### src/rtl/column_slice_renderer.sv
// Column-sweep renderer: asks an external calculator for each column's wall height, then plots the column.
// Optional macro DEPTH_SHADE_EN: short wall slices (h < 32) are drawn in COL_WALL_DIM.
module column_slice_renderer #(
  parameter int         SCREEN_W     = 160,
  parameter int         SCREEN_H     = 120,
  parameter int         TIMEOUT      = 255,
  parameter logic [2:0] COL_CEIL     = 3'b001,
  parameter logic [2:0] COL_WALL     = 3'b110,
  parameter logic [2:0] COL_FLOOR    = 3'b010,
  parameter logic [2:0] COL_WALL_DIM = 3'b100
) (
  input  logic       clock,
  input  logic       resetn,
  input  logic       start_frame,
  output logic [7:0] column_count,
  output logic       begin_calc,
  input  logic [6:0] slice_size,
  input  logic       end_calc,
  output logic [7:0] x,
  output logic [6:0] y,
  output logic [2:0] colour,
  output logic       plot,
  output logic       busy,
  output logic       frame_done
);

  typedef enum logic [2:0] {IDLE, REQ, WAIT, DRAW, NEXT, DONE} state_t;

  localparam logic [7:0] COL_LAST  = 8'(SCREEN_W - 1);
  localparam logic [6:0] ROW_LAST  = 7'(SCREEN_H - 1);
  localparam logic [6:0] H_MAX     = 7'(SCREEN_H);
  localparam logic [7:0] WAIT_LAST = 8'(TIMEOUT - 1);

  state_t     state, state_next;
  logic [7:0] col;
  logic [6:0] row;
  logic [6:0] h;
  logic [6:0] top;
  logic [6:0] bottom;
  logic [7:0] wait_cnt;
  logic [6:0] h_new;
  logic [6:0] top_new;
  logic       wait_over;
  logic [2:0] wall_colour;
  logic [2:0] pixel_colour;

  // A timed-out request leaves end_calc low, so the latched height falls to zero.
  always_comb begin
    h_new = '0;
    if (end_calc)
      h_new = (slice_size > H_MAX) ? H_MAX : slice_size;
  end

  assign top_new   = (H_MAX - h_new) >> 1;
  assign wait_over = end_calc || (wait_cnt == WAIT_LAST);

`ifdef DEPTH_SHADE_EN
  assign wall_colour = (h < 7'd32) ? COL_WALL_DIM : COL_WALL;
`else
  logic [2:0] unused_wall_dim;
  assign unused_wall_dim = COL_WALL_DIM;
  assign wall_colour     = COL_WALL;
`endif

  always_comb begin
    pixel_colour = COL_FLOOR;
    if (row < top)
      pixel_colour = COL_CEIL;
    else if (row < bottom)
      pixel_colour = wall_colour;
  end

  always_ff @(posedge clock) begin
    if (!resetn)
      state <= IDLE;
    else
      state <= state_next;
  end

  always_comb begin
    state_next   = state;
    column_count = '0;
    begin_calc   = 1'b0;
    x            = '0;
    y            = '0;
    colour       = '0;
    plot         = 1'b0;
    busy         = 1'b1;
    frame_done   = 1'b0;
    case (state)
      IDLE: begin
        busy = 1'b0;
        if (start_frame)
          state_next = REQ;
      end
      REQ: begin
        begin_calc = 1'b1;
        state_next = WAIT;
      end
      WAIT: begin
        if (wait_over)
          state_next = DRAW;
      end
      DRAW: begin
        plot   = 1'b1;
        x      = col;
        y      = row;
        colour = pixel_colour;
        if (row == ROW_LAST)
          state_next = NEXT;
      end
      NEXT: begin
        state_next = (col == COL_LAST) ? DONE : REQ;
      end
      DONE: begin
        frame_done = 1'b1;
        state_next = IDLE;
      end
      default: state_next = IDLE;
    endcase
    if (busy)
      column_count = col;
    // Outputs are silenced for the whole time reset is held, not just after the edge.
    if (!resetn) begin
      column_count = '0;
      begin_calc   = 1'b0;
      x            = '0;
      y            = '0;
      colour       = '0;
      plot         = 1'b0;
      busy         = 1'b0;
      frame_done   = 1'b0;
    end
  end

  always_ff @(posedge clock) begin
    if (!resetn) begin
      col      <= '0;
      row      <= '0;
      h        <= '0;
      top      <= '0;
      bottom   <= '0;
      wait_cnt <= '0;
    end else begin
      case (state)
        IDLE: if (start_frame) col <= '0;
        REQ:  wait_cnt <= '0;
        WAIT: begin
          if (wait_over) begin
            h      <= h_new;
            top    <= top_new;
            bottom <= top_new + h_new;
            row    <= '0;
          end else begin
            wait_cnt <= wait_cnt + 8'd1;
          end
        end
        DRAW: if (row != ROW_LAST) row <= row + 7'd1;
        NEXT: if (col != COL_LAST) col <= col + 8'd1;
        default: ;
      endcase
    end
  end

endmodule

### config.mk
export PLATFORM = sky130hd
export DESIGN_NAME = column_slice_renderer
export DESIGN_NICKNAME = d
export VERILOG_FILES = /design/src/rtl/column_slice_renderer.sv
export SDC_FILE = /design/constraint.sdc
export NUM_CORES = 1
export LEC_CHECK = 0
export CAP_MARGIN = 20
export CORE_ASPECT_RATIO = 0.9
export CORE_MARGIN = 10
export CORE_UTILIZATION = 54
export CTS_CLUSTER_DIAMETER = 100
export DETAILED_ROUTE_END_ITERATION = 12
export PLACE_DENSITY = 0.8
export SYNTH_ARGS = -nofsm -noshare
export SYNTH_HDL_FRONTEND = slang
export SYNTH_SLANG_ARGS = --single-unit
export TNS_END_PERCENT = 20
### constraint.sdc
create_clock -name clock -period 3.6 [get_ports clock]
set_clock_uncertainty 0.05 [all_clocks]
set_input_delay 0.72 -clock clock [delete_from_list [all_inputs] [get_ports clock]]
set_output_delay 0.72 -clock clock [all_outputs]
set_load 0.005 [all_outputs]
# Word-level counts from Yosys, hierarchy flattened
# Cells that the tools add are included.
[totals] register_bits=39 output_inout_bits=30 elab_cells=73
[classes] add_sub_neg=5 magnitude_cmp=3 eq_ne=16 n_mux=33 n_reduce_logical=10
[op_table] operator="$mux W8" count=7
[op_table] operator="$mux W7" count=6
[op_table] operator="$pmux W8 S2" count=2
[op_table] operator="$mux W3" count=8
[op_table] operator="$add A8 B1 Y8 const B" count=2
[op_table] operator="$eq A8 B8 Y1 const B" count=2
[op_table] operator="$pmux W3 S5" count=1
[op_table] operator="$pmux W7 S2" count=1
[op_table] operator="$ne A2 B2 Y1 const B" count=6
[op_table] operator="$reduce_and A3 Y1" count=3
[op_table] operator="$mux W1" count=8
[op_table] operator="$ne A8 B8 Y1 const B" count=1
[op_table] operator="$add A6 B7 Y7" count=1
[op_table] operator="$add A7 B1 Y7 const B" count=1
[op_table] operator="$eq A7 B7 Y1 const B" count=1
[op_table] operator="$gt A7 B7 Y1 const B" count=1
[op_table] operator="$lt A7 B6 Y1" count=1
[op_table] operator="$lt A7 B7 Y1" count=1
[op_table] operator="$ne A7 B7 Y1 const B" count=1
[op_table] operator="$sub A7 B7 Y7 const A" count=1
[op_table] operator="$eq A3 B2 Y1 const B" count=2
[op_table] operator="$eq A3 B3 Y1 const B" count=2
[op_table] operator="$reduce_bool A2 Y1" count=3
[op_table] operator="$reduce_and A2 Y1" count=2
[op_table] operator="3 further kinds" count=3

# Depth between registers and ports, before layout
# Gate-level depths: netlist of the first run.
[depth] word_depth=5 mapped_depth=16 mapped_depth_nobuf=15

# Worst setup path before layout of the first run
# No wires, ideal clock.
[synth_path] path_kind="input-to-reg" start="input port end_calc" end="register bottom[5]" arrival_ns=3.129 path_slack_ns=0.302 cell_stages=15 n_path_buf=2 path_cell_list="buf_2 > clkbuf_1 > nand3_1 > ha_1 > inv_1 > o21ai_1 > xnor2_1 > nand2_1 > ha_1 > o21a_1 > nor2_1 > nor3_1 > a211oi_1 > a21oi_1 > o31a_1"
[synth_via] elab_chain_len=3
[synth_rtl] item="start, declared" line="18" text="input logic end_calc,"
[synth_rtl] item="$mux W7" line="50" text="if (end_calc)"
[synth_rtl] item="$sub A7 B7 Y7" line="54" text="assign top_new = (H_MAX - h_new) >> 1;"
[synth_rtl] item="named net top_new[3]" line="42" text="logic [6:0] top_new;"
[synth_rtl] item="$add A6 B7 Y7" line="152" text="bottom <= top_new + h_new;"
[synth_rtl] item="end signal, assigned" line="152"
[synth_rtl] item="end, declared" line="39" text="logic [6:0] bottom;"
# The timed path passes the listed nets, and every way through them passes these cells.
# A chain may end at the register's enable or synchronous reset.

# Final worst setup path of the first run
[layout_path] start="input port slice_size[6]" end="register bottom[5]"
[layout_via] elab_chain_len=5
[layout_rtl] item="start, declared" line="17" text="input logic [6:0] slice_size,"
[layout_rtl] item="$gt A7 B7 Y1" line="51" text="h_new = (slice_size > H_MAX) ? H_MAX : slice_size;"
[layout_rtl] item="$mux W7" line="51"
[layout_rtl] item="$mux W7" line="50"
[layout_rtl] item="$sub A7 B7 Y7" line="54"
[layout_rtl] item="named net top_new[3]" line="42"
[layout_rtl] item="$add A6 B7 Y7" line="152"
# The timed path passes the listed nets, and every way through them passes these cells.

==> results of run 1 <==
cell families (layout without fill, tap and decap cells):
logic type | after synthesis | in the layout | synth area share, %
AND/OR/NAND/NOR | 154 | 154 | 31.3
AO/OA/AOI/OAI | 53 | 53 | 15.2
flip-flops | 39 | 39 | 29.6
buffers and inverters | 32 | 92 | 5.07
XOR/XNOR | 25 | 25 | 8.29
adder cells (fa/ha/maj) | 20 | 20 | 9.47
multiplexers | 3 | 3 | 1.14
repair_timing:
action,4_1_cts,5_1_grt
endpoints found under the setup margin,0,1
setup buffers,0,1
gates resized for setup,0,2
worst min path at each step:
stage / cells after the start / slack, ns / end / start
final: 2 / 0.41 / top[5] / top[5]
after global routing: 2 / 0.43 / top[5] / top[5]
after CTS: 2 / 0.41 / top[1] / top[1]
after detailed placement: 2 / 0.40 / top[1] / top[1]
after global placement: 2 / 0.40 / top[1] / top[1]
after floorplan: 2 / 0.38 / top[1] / top[1]
cell type report:
| type | count | area share (%) |
|---|---|---|
| flip-flops and latches | 39 | 23.1 |
| inverters | 18 | 2.00 |
| clock buffers | 5 | 2.04 |
| clock inverters | 2 | 1.11 |
| repair buffers | 67 | 17.9 |
| well taps | 65 | 2.41 |
| multi-input cells | 255 | 51.5 |
routing by layer:
| metal | track usage (%) | wire length (um) | vias up |
|---|---|---|---|
| met1 | 19.8 | 2920 | 1167 |
| met3 | 4.06 | 310 | 9 |
| met4 | 3.72 | 84 | 0 |
| met5 | 0 | 0 | - |
| li1 | - | - | 1255 |
| met2 | 28.5 | 3350 | 48 |
sequential cells by signal (all words and copies together), names as in the netlist:
name,count
col,8
wait_cnt,8
bottom,7
row,7
top,6
state,3
layout by cell type, fill, tap and decap left out, drive strengths merged, types with 6 or more instances in the layout:
master,instances
clkdlybuf4s50,40
dfxtp,39
nor2,35
and2,30
buf,27
nand2,26
ha,20
inv,18
xor2,18
a21oi,16
nand3,14
nand4,10
and3,9
nand2b,9
xnor2,7
o21ai,6
metrics by stage:
stage                     std cells  setup WS [ns]  hold slack [ns]  util [%]
after floorplan                 326          0.302            0.382         -
after global placement          443         0.0196            0.395      67.7
after detailed placement        443         -0.107            0.399      67.7
after CTS                       450          0.191            0.411      69.9
after global routing            451         0.0382            0.435      70.3
final                           451          0.206            0.410      70.3
worst max-delay path, stage by stage:
cell,delay [ns]
clkdlybuf4s50_1,0.44
and3_1,0.20
a21oi_2,0.16
inv_1,0.07
ha_1,0.21
inv_1,0.08
o21ai_1,0.08
xnor2_1,0.20
nand2_1,0.12
ha_4,0.31
o21a_1,0.11
nor2_1,0.05
buf_4,0.13
a211oi_1,0.26
a21oi_1,0.08
o31a_1,0.29
power by group through the flow:
stage | clock network (mW) | registers, mW | logic (mW)
finish | 0.359 | 0.454 | 0.214
detailed placement | 0 | 0.464 | 0.207
CTS | 0.362 | 0.454 | 0.208
global route | 0.382 | 0.456 | 0.236
floorplan | 0 | 0.458 | 0.135
global placement | 0 | 0.464 | 0.199
==> metrics.csv, run 1 <==
metric;value;unit
run_status;finished clean;
initial_utilization;55.0;%
tritoncts;yes;
core-area;0.00480;mm2
post-dp-hpwl;5140;um
via_per_inst;5.50;
sw_frac_of_total;27.4;%
synth_top_area_cell;dfxtp_1;
min_path_type;flip-flop to flip-flop;
fmax;295;MHz
fin_crit_sh;94.3;%
register_area;781;um2
internal_power;0.746;mW
dpl_cell_area;0.00325;mm2
cp_max_fo;5;
ios;41;
synth_cells;326;
ys_seq_area_share;29.6;%
wirelength;6660;um
die-area;0.00809;mm2
crit_path_end;bottom[5];
hold_viol;0;
nFillCells;396;
pwr-share-comb;20.9;%
antenna_found_initial;0;
htree_levels;2;
port_buffers;40;
synthTopCellsByCount;39 x dfxtp_1, 35 x nor2_1, 30 x and2_1, 26 x nand2_1, 20 x ha_1;
multi_input_area;0.00174;mm2
worst_pin_slew;0.724;ns
wl_per_cell;14.8;um
drv_slew;0;
antenna_left;0;
setup.worst_path.start_class;input pin;
fp.dieH;86.4;um
reg2reg_slack;1.16;ns
crit_arrival;3.52;ns
p_total;1.03;mW
synthFlopType;dfxtp_1;
timing.rr.start;wait_cnt[0];
cp.required;3.73;ns
slew_headroom;51.3;%
cts-hold-fix-buffers;0;
maxCapViolations;0;
cts_made_buffers;5;
grt_use_total;16.4;%
synth.most_common_cell;dfxtp_1;
ys_top_cells_by_area;dfxtp_1 30%, ha_1 9.5%, and2_1 7.1%, xor2_1 6.0%, nor2_1 5.0%;
diodes;0;
rsz0062_at_grt;no;
numClockSinks;39;
grt_pass1_wl;11200;um
cp-end-kind;flip-flop;
rows;24;
clkTransAtPathRegs;0.07;ns
clock_latency;0.29;ns
drc_errors;0;
synth_top_cell_area_share;29.6;%
clockBufferDepth;2;
leakagePower;1.31;nW
final_area;0.00338;mm2
synth_edf_count;0;
reg2reg_to;bottom[5];
gp_congestion;0.875;
synthesis.area;0.00264;mm2
nets;417;
synthesis.nets;357;
syn_avg_cell_area;8.10;um2
dr_total_vias;2479;
p_clk_share;34.9;%
p_switching;0.281;mW
seqPwrFrac;44.2;%
drive_above_1_share;11.1;%
rr_worst_depth;7;
ys_types;50;
ys_warn_count;0;
crit_start;slice_size[6];
grt-ovfl-total;0;
grt_max_degree;21;
finalSetupViolations;0;
dr.pass1.iters;4;
cts_root_buf;clkbuf_8;
grt_pass1_vias;2387;
drt_iter0_markers;129;
synth-seq-cells;39;
period_needed;3.39;ns
async_flop_share;0;%
area_growth;27.9;%
worstSetupPathType;input pin to flip-flop;
vdd_drop_max;0.229;mV
fin_tns_setup;0;ns
p_per_area;304;mW/mm2
die_w;93.7;um
Note: power is estimated with default switching activity, not from simulation.
==> run 2: changes to the inputs <==
CORE_MARGIN = 2   (was 10)
==> run 2 against run 1 <==
Compared with the run above:
- via count decreased by 2.3%
- clock power decreased by 18%
- register-to-register slack about the same
- routed wire length decreased by 8.0%
- cell count decreased by 1.1%
- global-route usage increased by 7.6 points
- setup slack got worse by 0.0062 ns
- first-iteration DRC count increased by 45%
- largest power group unchanged
- critical path type unchanged
- combinational power decreased by 4%
==> metrics.csv, run 2 (synthesized netlist as in run 1, its figures left out) <==
metric;value;unit
run_status;finished clean;
hold-path-endpoint;top[5];
clock_latency;0.30;ns
cp_max_fo;5;
initial_utilization;55.3;%
worst_hold_startpoint;top[5];
period_needed;3.40;ns
antenna_found_initial;0;
cts_root_buf;clkbuf_8;
fmax;294;MHz
drt_iter0_markers;187;
drc_errors;0;
rows;24;
drive_above_1_share;9.71;%
grt_use_total;24.0;%
p_per_area;289;mW/mm2
nets;411;
post-dp-hpwl;4670;um
final_util;69.4;%
crit_top_cell;inv_1;
wirelength;6120;um
tritoncts;yes;
cts-hold-fix-buffers;0;
port_buffers;40;
wl_per_cell;13.7;um
gp_congestion;0.927;
cp-end-kind;flip-flop;
numClockSinks;39;
reg2reg_slack;1.16;ns
die-area;0.00547;mm2
cp.required;3.74;ns
slew_headroom;51.1;%
diodes;0;
worstHoldPathCells;2;
finalSetupViolations;0;
dp.cells;438;
layout_setup_ws;0.200;ns
reg2reg_to;bottom[5];
area_growth;25.4;%
cpMaxStageDelayCell;clkdlybuf4s50_1;
cpPeakStageDelay;0.42;ns
path_delay_family;compound AO/OA/AOI/OAI gates;
htree_levels;2;
antenna_left;0;
ios;41;
grt_max_degree;21;
worstSetupPathType;input pin to flip-flop;
path_buf_inv;4;
clkTransAtPathRegs;0.07;ns
via_per_inst;5.43;
rr_worst_depth;7;
vdd_drop_max;0.234;mV
maxCapViolations;0;
setup.worst_path.start_class;input pin;
dr.pass1.iters;4;
drv_slew;0;
timing.rr.start;wait_cnt[0];
fin_cells;446;
grt-ovfl-total;0;
core-area;0.00477;mm2
final_cell_mix;40 x clkdlybuf4s50_1, 39 x dfxtp_1, 35 x nor2_1, 30 x and2_1, 26 x nand2_1;
leakagePower;1.27;nW
min_path_type;flip-flop to flip-flop;
grt_pass1_wl;10500;um
top_regs;col x8, wait_cnt x8;
die_w;77.7;um
fp.dieH;70.4;um
fin_crit_sh;94.4;%
grt_pass1_vias;2293;
hold_viol;0;
dr_total_vias;2423;
fin_hold_ws;0.406;ns
final_common_cell;clkdlybuf4s50_1;
cts_made_buffers;5;
crit_arrival;3.54;ns
clockBufferDepth;2;
place_ws;-0.130;ns
worstPathCellList;clkdlybuf4s50_1 > and3_1 > a21oi_2 > inv_1 > ha_1 > inv_1 > o21ai_1 > xnor2_1 > nand2_1 > ha_4 > o21a_1 > nor2_1 > buf_4 > a211oi_1 > a21oi_1 > o31a_1;
worst_pin_slew;0.734;ns
-- run 2: cell count changes in the layout (fill, tap and decap cells not counted) --
| cell | before | now |
|---|---|---|
| clkinv_2 | 0 | 1 |
| bufinv_16 | 1 | 0 |
| buf_4 | 27 | 21 |
| clkbuf_1 | 0 | 1 |
-- run 2: timing repair --
item / 4_1_cts / 5_1_grt
resized for setup: 0 / 1
endpoints found under the setup margin: 0 / 1
setup buffers: 0 / 0
-- run 2: layer usage --
layer | vias to the layer above | wire length (um) | part of all wire, % | global-route usage, %
met5 | - | 0 | 0 | 0
met4 | 0 | 67 | 1.1 | 10.7
met3 | 10 | 330 | 5.4 | 4.78
met2 | 72 | 2880 | 47 | 37.5
met1 | 1094 | 2850 | 46 | 31.9
li1 | 1247 | - | - | -
-- run 2: cell type report --
| cell class | count | area, um2 |
|---|---|---|
| clock buffer | 6 | 72.6 |
| clock inverter | 2 | 12.5 |
| fill | 396 | 1460 |
| inverter | 18 | 67.6 |
| multi-input combinational | 255 | 1740 |
| sequential | 39 | 781 |
| tap | 65 | 81.3 |
| timing repair buffer | 61 | 558 |
-- run 2: tightest hold or removal path, cell delays in order (launching register included) --
cell	delay, ns
dfxtp_1	0.31
nand2_1	0.05
a21oi_1	0.05
-- run 2: how the worst max path moves through the flow --
stage,start,slack (ns),cells after the start,endpoint
after floorplan,end_calc,0.30,15,bottom[5]
after global placement,slice_size[5],0.03,16,bottom[5]
after detailed placement,slice_size[5],-0.13,16,bottom[5]
after CTS,slice_size[5],0.19,16,bottom[5]
after global routing,slice_size[5],-0.002,16,bottom[5]
final,slice_size[5],0.20,16,bottom[5]
-- run 2: where the power goes --
group	switching, mW	internal, mW
registers	0.0117	0.443
logic	0.112	0.0946
clock network	0.161	0.135
total	0.284	0.673
-- run 2: through the flow --
step / power, mW / setup TNS (ns) / cell area [um2]
4_1_cts: 0.959 / 0 / 3300
3_5_place_dp: 0.666 / -0.191 / 3210
3_3_place_gp: 0.658 / 0 / 3210
5_1_grt: 0.997 / -0.00173 / 3310
2_1_floorplan: 0.593 / 0 / 2640
6_report: 0.957 / 0 / 3310
==> run 3: changes to the inputs <==
--- a/constraint.sdc
+++ b/constraint.sdc
@@ -3,3 +3,3 @@
 set_input_delay 0.72 -clock clock [delete_from_list [all_inputs] [get_ports clock]]
 set_output_delay 0.72 -clock clock [all_outputs]
-set_load 0.005 [all_outputs]
+set_load 0.01 [all_outputs]
==> results of run 3 <==
Same layout as run 2 (identical final DEF). Status: finished clean.
Among the figures that moved: total power 0.957 mW -> 0.958 mW
